==> config.mk <==
export PLATFORM = sky130hd
export DESIGN_NAME = uart_echo_buffer_flat
export DESIGN_NICKNAME = d
export VERILOG_FILES = /design/src/rtl/uart_echo_buffer_if.sv /design/src/rtl/uart_echo_buffer.sv /design/src/flat_wrapper.sv
export SDC_FILE = /design/constraint.sdc
export NUM_CORES = 1
export LEC_CHECK = 0
export ABC_AREA = 1
export CORE_MARGIN = 2
export CORE_UTILIZATION = 63
export DETAILED_ROUTE_END_ITERATION = 16
export GPL_ROUTABILITY_DRIVEN = 0
export GPL_TIMING_DRIVEN = 1
export PLACE_DENSITY_LB_ADDON = 0.15
export SYNTH_ARGS = -nofsm -noshare
export SYNTH_HDL_FRONTEND = slang
export SYNTH_SLANG_ARGS = --single-unit
==> constraint.sdc <==
create_clock -name clk -period 3.9 [get_ports clk]
set_clock_uncertainty 0.1 [all_clocks]
set_input_delay 0.975 -clock clk [delete_from_list [all_inputs] [get_ports clk]]
set_output_delay 0.975 -clock clk [all_outputs]
set_load 0.05 [all_outputs]
==> src/rtl/uart_echo_buffer_if.sv <==
// Byte handshake between uart_echo_buffer and its uart_rx/uart_tx neighbours.
// The slave modport is the echo buffer; the master modport is the UART side.
interface uart_echo_buffer_if #(
  parameter int unsigned DATA_W = 8
);
  logic [DATA_W-1:0] rx_data;
  logic              rx_valid;
  logic              tx_busy;
  logic [DATA_W-1:0] tx_data;
  logic              tx_en;

  modport master (
    output rx_data,
    output rx_valid,
    output tx_busy,
    input  tx_data,
    input  tx_en
  );

  modport slave (
    input  rx_data,
    input  rx_valid,
    input  tx_busy,
    output tx_data,
    output tx_en
  );
endinterface

==> src/rtl/uart_echo_buffer.sv <==
// Buffered echo engine: queues received bytes in a FIFO and replays them to uart_tx.
// Optional ECHO_UPPERCASE_EN: lowercase ASCII is echoed as uppercase (DATA_W==8 only).
module uart_echo_buffer #(
  parameter int unsigned DATA_W = 8,
  parameter int unsigned DEPTH  = 16,
  parameter int unsigned CNT_W  = 16
) (
  input  logic                   clk,
  input  logic                   rst_n,
  uart_echo_buffer_if.slave      bus,
  input  logic                   clr_ovf,
  output logic [DATA_W-1:0]      last_byte,
  output logic [CNT_W-1:0]       rx_count,
  output logic [$clog2(DEPTH):0] fill,
  output logic                   overflow
);

  localparam int unsigned AW = $clog2(DEPTH);
  localparam int unsigned FW = AW + 1;

  typedef enum logic [1:0] {
    IDLE  = 2'd0,
    ACK   = 2'd1,
    DRAIN = 2'd2
  } state_e;

  state_e            state_q;
  logic              tx_en_q;
  logic [DATA_W-1:0] tx_data_q;
  logic [AW-1:0]     rd_ptr_q;

  logic [DATA_W-1:0] mem_q [DEPTH];
  logic [AW-1:0]     wr_ptr_q,  wr_ptr_d;
  logic [FW-1:0]     fill_q,    fill_d;
  logic [CNT_W-1:0]  count_q,   count_d;
  logic [DATA_W-1:0] last_q,    last_d;
  logic              ovf_q,     ovf_d;

  logic pop_c;
  logic full_c;
  logic push_c;
  logic drop_c;

  // Byte as presented to the transmitter; FIFO contents stay raw.
  function automatic logic [DATA_W-1:0] echo_map(input logic [DATA_W-1:0] b);
`ifdef ECHO_UPPERCASE_EN
    if ((DATA_W == 8) && (b >= DATA_W'(8'h61)) && (b <= DATA_W'(8'h7A))) begin
      return b - DATA_W'(8'h20);
    end
`endif
    return b;
  endfunction

  // No bypass: a pop needs a byte already resident, so fill_q gates it.
  assign pop_c  = (state_q == IDLE) && (fill_q != '0) && !bus.tx_busy;
  assign full_c = (fill_q == FW'(DEPTH));
  assign push_c = bus.rx_valid && (!full_c || pop_c);
  assign drop_c = bus.rx_valid && full_c && !pop_c;

  always_comb begin
    wr_ptr_d = wr_ptr_q;
    fill_d   = fill_q;
    count_d  = count_q;
    last_d   = last_q;
    ovf_d    = ovf_q;

    if (push_c) begin
      wr_ptr_d = wr_ptr_q + AW'(1);
      count_d  = count_q + CNT_W'(1);
      last_d   = bus.rx_data;
    end

    case ({push_c, pop_c})
      2'b10:   fill_d = fill_q + FW'(1);
      2'b01:   fill_d = fill_q - FW'(1);
      default: fill_d = fill_q;
    endcase

    // A drop in the same cycle as a clear keeps the flag set.
    if (drop_c) begin
      ovf_d = 1'b1;
    end else if (clr_ovf) begin
      ovf_d = 1'b0;
    end
  end

  always_ff @(posedge clk or negedge rst_n) begin
    if (!rst_n) begin
      wr_ptr_q <= '0;
      fill_q   <= '0;
      count_q  <= '0;
      last_q   <= '0;
      ovf_q    <= 1'b0;
    end else begin
      wr_ptr_q <= wr_ptr_d;
      fill_q   <= fill_d;
      count_q  <= count_d;
      last_q   <= last_d;
      ovf_q    <= ovf_d;
    end
  end

  // Storage array carries no reset; occupancy is tracked by the pointers and fill.
  always_ff @(posedge clk) begin
    if (push_c) begin
      mem_q[wr_ptr_q] <= bus.rx_data;
    end
  end

  // TX handshake: pop and strobe together, then follow busy high and back low.
  always_ff @(posedge clk or negedge rst_n) begin
    if (!rst_n) begin
      state_q   <= IDLE;
      tx_en_q   <= 1'b0;
      tx_data_q <= '0;
      rd_ptr_q  <= '0;
    end else begin
      tx_en_q <= 1'b0;
      case (state_q)
        IDLE: begin
          if (pop_c) begin
            tx_data_q <= echo_map(mem_q[rd_ptr_q]);
            tx_en_q   <= 1'b1;
            rd_ptr_q  <= rd_ptr_q + AW'(1);
            state_q   <= ACK;
          end
        end
        ACK: begin
          if (bus.tx_busy) begin
            state_q <= DRAIN;
          end
        end
        DRAIN: begin
          if (!bus.tx_busy) begin
            state_q <= IDLE;
          end
        end
        default: state_q <= IDLE;
      endcase
    end
  end

  assign bus.tx_data = tx_data_q;
  assign bus.tx_en   = tx_en_q;
  assign last_byte   = last_q;
  assign rx_count    = count_q;
  assign fill        = fill_q;
  assign overflow    = ovf_q;

endmodule

==> src/flat_wrapper.sv <==
// flat-port wrapper written by rule: the top's interface ports become plain ports
module uart_echo_buffer_flat 
#(
  parameter int unsigned DATA_W = 8,
  parameter int unsigned DEPTH  = 16,
  parameter int unsigned CNT_W  = 16
)
  (clk, rst_n, clr_ovf, last_byte, rx_count, fill, overflow, bus_rx_data, bus_rx_valid, bus_tx_busy, bus_tx_data, bus_tx_en);
  uart_echo_buffer_if #(.DATA_W(DATA_W)) bus_i ();
  input  logic clk;
  input  logic rst_n;
  input  logic clr_ovf;
  output logic [DATA_W-1:0] last_byte;
  output logic [CNT_W-1:0] rx_count;
  output logic [$clog2(DEPTH):0] fill;
  output logic overflow;
  input wire logic [$bits(bus_i.rx_data)-1:0] bus_rx_data;
  input wire logic [$bits(bus_i.rx_valid)-1:0] bus_rx_valid;
  input wire logic [$bits(bus_i.tx_busy)-1:0] bus_tx_busy;
  output wire logic [$bits(bus_i.tx_data)-1:0] bus_tx_data;
  output wire logic [$bits(bus_i.tx_en)-1:0] bus_tx_en;
  assign bus_i.rx_data = bus_rx_data;
  assign bus_i.rx_valid = bus_rx_valid;
  assign bus_i.tx_busy = bus_tx_busy;
  assign bus_tx_data = bus_i.tx_data;
  assign bus_tx_en = bus_i.tx_en;
  uart_echo_buffer #(.DATA_W(DATA_W), .DEPTH(DEPTH), .CNT_W(CNT_W)) u_core (.clk(clk), .rst_n(rst_n), .bus(bus_i), .clr_ovf(clr_ovf), .last_byte(last_byte), .rx_count(rx_count), .fill(fill), .overflow(overflow));
endmodule
==> impl_metrics.py, run 1 <==
metrics = {
    "critical_path": {
        "critPathSlowestCell": "clkdlybuf4s50_1",
        "cp-start-kind": "flip-flop",
        "regToRegStartpoint": "u_core.rd_ptr_q[0]",
        "cpPeakStageDelay_ps": 850,
        "critical_path.top_delay_family": "buffers and inverters",
        "worstSetupPathType": "reg2out",
        "end_kind": "primary output",
        "crit_fanout": 6,
        "reg2reg_depth": 6,
        "required_ps": 2820,
        "worst_r2r_endpoint": "u_core.bus.tx_data[1]",
        "arrival_ps": 1720,
        "path_buf_inv": 1,
        "r2r_setup_slack_ps": 1650,
        "path_cells": "clkdlybuf4s50_1",
    },
    "flow_run": {
        "cap_violations": 0,
    },
    "synth": {
        "async_flop_share": 0.277,
        "syn_inst": 656,
        "synth.ff_latch_count": 177,
        "yosysTopAreaCellShare": 0.516,
        "synth_area_leader_cell": "edfxtp_1",
        "yosys_warnings": 0,
        "yosysMostFrequentCell": "nor2_1",
        "yosysSeqAreaShare": 0.680,
        "avgSynthCellArea_sq_um": 11.4,
        "synth_area_sq_um": 7450,
        "synth_edf_count": 128,
        "yosys.cell_types.count": 33,
        "syn_nets": 677,
        "synth_area_leaders": "edfxtp_1 (52%), dfrtp_1 (16%), nor2_1 (6.7%)",
        "synthFlopType": "edfxtp_1",
        "synthTopCellsByCount": "nor2_1 (134), edfxtp_1 (128), o21ai_0 (79), nand2_1 (77), dfrtp_1 (49)",
    },
    "drt": {
        "firstDrtPassIters": 6,
        "antenna_left": 0,
        "wl_met1_um": 6770,
        "dr.max_layer_used": "met4",
        "vias": 5080,
        "postRouteWirelength_um": 16500,
        "route.detailed.drc": 0,
        "viasPerCell": 5.92,
        "routedWlPerCell_um": 19.3,
        "drt_iter0_drc": 565,
        "wl_met2_um": 8250,
        "wl_met3_um": 1030,
    },
    "cts": {
        "htreeDepth": 4,
        "cts.sinks": 177,
        "cts_buffers": 17,
        "ctsLongestPathBuffers": 2,
        "postCtsSetupBuffers": 0,
        "insertion_delay_ps": 430,
        "cts_resized": 0,
        "cts_root_buf": "clkbuf_16",
        "cts_tree": "done",
        "ctsHoldBuffers": 0,
        "clkTransAtPathRegs_ps": 60,
    },
    "grt": {
        "grt_use_total": 0.277,
        "overflow": 0,
        "grt_pass1_vias": 5085,
        "antenna_found_initial": 0,
        "grt_pass1_wl_um": 26500,
        "grt_max_degree": 68,
    },
    "pwr": {
        "power-per-cell-area_nw_per_um2": 798,
        "peakVddDrop_uv": 691,
        "p_leak_nw": 3.23,
    },
    "layout": {
        "antennaDiodeCount": 0,
        "final_net_count": 723,
        "stdcell_area_sq_um": 8630,
        "drive_above_1_share": 0.0685,
        "area_growth_pct": 15.8,
    },
    "worst_hold_path": {
        "hold_depth": 1,
        "hp-class": "reg2reg",
        "hold_start": "u_core.state_q[0]",
        "holdPathEnd": "u_core.state_q[1]",
    },
    "placed_design": {
        "place_ws_ps": 692,
        "hpwl_um": 10300,
        "place_area_sq_um": 8030,
        "port_buffers": 51,
    },
    "floorplanning": {
        "core_sq_um": 11500,
        "die_y_um": 113,
        "io_pins": 52,
        "rows": 39,
        "die_w_um": 113,
        "start_util": 0.650,
        "die_area_sq_um": 12700,
    },
    "timing": {
        "maxSlewHeadroom": 0.334,
        "setup_tns_ps": 0,
        "rsz0062_at_grt": "no",
        "setup_viol": 0,
        "hold_viol": 0,
        "min_period_ps": 2800,
        "worst-slew-pin-transition_ps": 998,
        "min_period_over_period": 0.718,
        "fin_ws_ps": 1100,
        "drv_slew": 0,
        "fmax_mhz": 357,
    },
    "outcome": {
        "status": "finished, final reports clean",
    },
}
[worst register-to-register path, stage by stage (launching register included)]
cell,delay (ps)
dfrtp_2,410
inv_1,530
buf_4,400
nor2_1,110
o211ai_1,280
nand3_1,160
a31oi_1,180
[worst max path at each step]
stage / startpoint / end / slack (ps) / cells after the start
after floorplan: bus_tx_busy / u_core.mem_q[0][0] / 1450 / 8
after global placement: bus_tx_busy / u_core.mem_q[12][0] / 760 / 8
after detailed placement: bus_tx_busy / u_core.mem_q[8][5] / 690 / 8
after CTS: u_core.fill[0] / fill[0] / 1090 / 1
after global routing: bus_tx_busy / u_core.mem_q[8][0] / 980 / 8
final: u_core.fill[0] / fill[0] / 1100 / 1
[per-stage QoR]
step | utilization | total power [mW] | hold slack, ps | cells
after floorplan | - | 4.38 | 338 | 656
after global placement | 0.700 | 5.08 | 349 | 826
after detailed placement | 0.700 | 5.13 | 358 | 826
after CTS | 0.753 | 6.87 | 366 | 858
after global routing | 0.753 | 7.24 | 387 | 858
final | 0.753 | 6.88 | 367 | 858
[sequential cells by signal (all words and copies together), names as in the netlist]
register	flops
u_core.rx_count	16
u_core.mem_q	128
u_core.bus.tx_data	8
u_core.bus.tx_en	1
u_core.state_q	2
u_core.last_byte	8
u_core.fill	5
u_core.wr_ptr_q	4
u_core.rd_ptr_q	4
u_core.overflow	1
[area by class of cell]
cell class / count / area (sq um)
inverters: 37 / 139
multi-input cells: 411 / 2080
clock buffers: 21 / 440
flip-flops and latches: 177 / 5070
fillers: 713 / 2840
well taps: 143 / 179
repair buffers: 58 / 558
clock inverters: 11 / 165
[cell families (layout without fill, tap and decap cells)]
logic type      Yosys count  count (layout)  share of synthesized area
simple gates            256             256                      0.143
fa+ha+maj                 8               8                     0.0134
compound gates          125             125                     0.0965
buf+inv                  68             127                     0.0411
flops                   177             177                      0.680
xor+xnor                 22              22                     0.0258
[cell usage in the layout (no fill, tap or decap), types with 2 or more instances in the layout]
| cell type | synthesis | routed |
|---|---|---|
| nand2_2 | 4 | 4 |
| o21ai_1 | 3 | 3 |
| buf_4 | 4 | 7 |
| xnor2_1 | 5 | 5 |
| clkinv_1 | 1 | 2 |
| nand3_2 | 2 | 2 |
| bufinv_16 | 0 | 4 |
| clkdlybuf4s50_1 | 0 | 50 |
| nor3_1 | 3 | 3 |
| clkbuf_16 | 0 | 17 |
| o21ai_0 | 79 | 79 |
| dfrtp_1 | 49 | 48 |
| nand2_1 | 77 | 77 |
| inv_2 | 3 | 3 |
| edfxtp_1 | 128 | 128 |
| inv_1 | 33 | 33 |
| nor2_1 | 134 | 134 |
| clkinvlp_4 | 0 | 3 |
| o211ai_1 | 32 | 32 |
| nand4_1 | 7 | 7 |
| clkbuf_1 | 7 | 4 |
| xor2_1 | 17 | 17 |
| nand3_1 | 24 | 24 |
| ha_1 | 8 | 8 |
| clkinv_2 | 0 | 2 |
| a31oi_1 | 8 | 8 |
[power by group]
group	total, mW	internal, mW	switching, mW
Combinational	2.51	0.761	1.75
Sequential	2.63	2.35	0.275
Clock	1.75	1.07	0.679
Total	6.88	4.18	2.70
[routing by layer]
metal  global-route usage  up-vias
li1                     -     2367
met1                0.363     2428
met2                0.455      241
met3               0.0637       44
met4                0.112        0
met5                    0        -
Note: power is estimated with default switching activity, not from simulation.
==> run 2, diff against run 1 <==
--- a/config.mk
+++ b/config.mk
@@ -7,7 +7,7 @@
 export LEC_CHECK = 0
 export ABC_AREA = 1
 export CORE_MARGIN = 2
-export CORE_UTILIZATION = 63
+export CORE_UTILIZATION = 53
 export DETAILED_ROUTE_END_ITERATION = 16
 export GPL_ROUTABILITY_DRIVEN = 0
 export GPL_TIMING_DRIVEN = 1
==> constraint.sdc (replaced) <==
create_clock -name clk -period 2.3 [get_ports clk]
set_clock_uncertainty 0.1 [all_clocks]
set_input_delay 0.575 -clock clk [delete_from_list [all_inputs] [get_ports clk]]
set_output_delay 0.575 -clock clk [all_outputs]
set_load 0.05 [all_outputs]
==> run 2 against run 1 <==
Net effect:
- utilization decreased by 9.9 points
- worst setup slack got worse by 1100 ps
- critical path depth unchanged
- sequential power increased by 70%
- die area increased by 18%
- clock power increased by 74%
- total power increased by 72%
- via count decreased by 0.79%
- critical endpoint is now bus_tx_data[6]
- largest cell class unchanged
==> impl_metrics.py, run 2 (same netlist as run 1, synthesis figures left out) <==
metrics = {
    "cts": {
        "clkTransAtPathRegs_ps": 60,
        "cts_buffers": 17,
        "cts_tree": "done",
        "cts.sinks": 177,
        "cts_root_buf": "clkbuf_16",
        "ctsLongestPathBuffers": 2,
        "htreeDepth": 4,
        "insertion_delay_ps": 440,
    },
    "layout": {
        "antennaDiodeCount": 0,
        "area_growth_pct": 21.2,
        "multiInputGateArea_sq_um": 2080,
        "top_register": "u_core.mem_q",
        "final_net_count": 764,
        "layout_common_cells": "nor2_1 (134), edfxtp_1 (128), o21ai_0 (79), nand2_1 (77), buf_4 (48)",
        "seq_area_sq_um": 5070,
        "utilization": 0.653,
        "drive_above_1_share": 0.126,
        "layout_commonest_cell": "nor2_1",
        "largest_reg_flops": 128,
        "fillers": 1061,
    },
    "timing": {
        "min_period_ps": 2270,
        "setup_viol": 0,
        "hold_viol": 0,
        "maxSlewHeadroom": 0.619,
        "worst-slew-pin-transition_ps": 571,
        "min_period_over_period": 0.986,
        "fmax_mhz": 441,
        "fin_ws_ps": 31.1,
        "rsz0062_at_grt": "no",
        "drv_slew": 0,
    },
    "floorplanning": {
        "die_area_sq_um": 15000,
        "die_y_um": 123,
        "rows": 43,
        "start_util": 0.539,
        "die_w_um": 123,
        "core_sq_um": 13800,
        "io_pins": 52,
    },
    "drt": {
        "antenna_left": 0,
        "postRouteWirelength_um": 16400,
        "routedWlPerCell_um": 17.5,
        "vias": 5040,
        "drt_iter0_drc": 366,
        "viasPerCell": 5.38,
        "firstDrtPassIters": 5,
        "route.detailed.drc": 0,
    },
    "critical_path": {
        "reg2reg_depth": 15,
        "cp-start-kind": "flip-flop",
        "required_ps": 1620,
        "path_buf_inv": 1,
        "crit_fanout": 2,
        "cpPeakStageDelay_ps": 810,
        "r2r_setup_slack_ps": 260,
        "worstSetupPathType": "reg2out",
        "end_kind": "primary output",
        "critical_path.top_delay_family": "buffers and inverters",
        "arrival_ps": 1590,
        "path_cells": "clkdlybuf4s50_1",
        "critPathSlowestCell": "clkdlybuf4s50_1",
        "worst_r2r_endpoint": "u_core.fill[4]",
        "crit_cells": 1,
        "regToRegStartpoint": "u_core.fill[0]",
    },
    "grt": {
        "grt_use_total": 0.238,
        "grt_pass1_wl_um": 26100,
        "overflow": 0,
        "grt_max_degree": 65,
        "grt_pass1_vias": 5095,
        "antenna_found_initial": 0,
    },
    "flow_run": {
        "cap_violations": 0,
    },
    "pwr": {
        "power-per-cell-area_nw_per_um2": 1310,
        "peakVddDrop_uv": 805,
        "p_leak_nw": 3.60,
    },
    "placed_design": {
        "hpwl_um": 10600,
        "place_ws_ps": -132,
        "port_buffers": 51,
    },
    "worst_hold_path": {
        "hp-class": "in2async",
    },
    "outcome": {
        "status": "finished, final reports clean",
    },
}
## run 2: worst max-delay path by stage
stage	startpoint	slack, ps	endpoint
3_3_place_gp	bus_tx_busy	-100	u_core.mem_q[4][7]
2_1_floorplan	u_core.fill[0]	130	u_core.mem_q[0][0]
3_5_place_dp	bus_tx_busy	-130	u_core.mem_q[7][7]
6_report	u_core.bus.tx_data[6]	30	bus_tx_data[6]
5_1_grt	u_core.last_byte[1]	1	last_byte[1]
4_1_cts	u_core.bus.tx_data[3]	0.4	bus_tx_data[3]
## run 2: per-stage QoR
step / instance area [sq um] / hold WS (ps) / TNS [ps] / total power, mW / std cells
after floorplan: 7450 / 179 / 0 / 7.43 / 656
after global placement: 8410 / 351 / -10350 / 8.84 / 904
after detailed placement: 8410 / 371 / -14130 / 8.97 / 904
after CTS: 9010 / 20.5 / 0 / 11.9 / 936
after global routing: 9030 / 44.7 / 0 / 12.5 / 936
final: 9030 / 20.8 / 0 / 11.9 / 936
## run 2: final cells by class
cell class,instances,area share
clock inverter,13,0.0215
tap,180,0.0249
sequential,177,0.561
timing repair buffer,99,0.0988
multi-input combinational,411,0.230
clock buffer,19,0.0479
inverter,37,0.0154
## run 2: report_power, final
part           leakage, nW  total [mW]  internal (mW)  switching, mW
Combinational         1.55        4.37           1.39           2.98
Clock                0.306        3.04           1.91           1.13
Sequential            1.74        4.46           3.99          0.474
## run 2: worst register-to-register path: cells and delay by family (launching register included)
kind | cells | cell delay, ps
adder cells (fa/ha/maj) | 1 | 170
flip-flops | 1 | 460
AND/OR/NAND/NOR | 12 | 1100
buffers and inverters | 2 | 110
## run 2: what timing repair did
| action | 4_1_cts | 5_1_grt |
|---|---|---|
| setup buffers | 0 | 0 |
| gates resized for setup | 21 | 9 |
| setup endpoints to repair | 21 | 9 |
| hold buffers | 0 | 0 |
## run 2: metal layers
| metal | up-vias | global-route usage | routed length, um |
|---|---|---|---|
| met5 | - | 0 | 0 |
| met4 | 0 | 0.110 | 488 |
| met3 | 32 | 0.0497 | 790 |
| met2 | 141 | 0.376 | 7820 |
| met1 | 2421 | 0.318 | 7260 |
| li1 | 2446 | - | - |
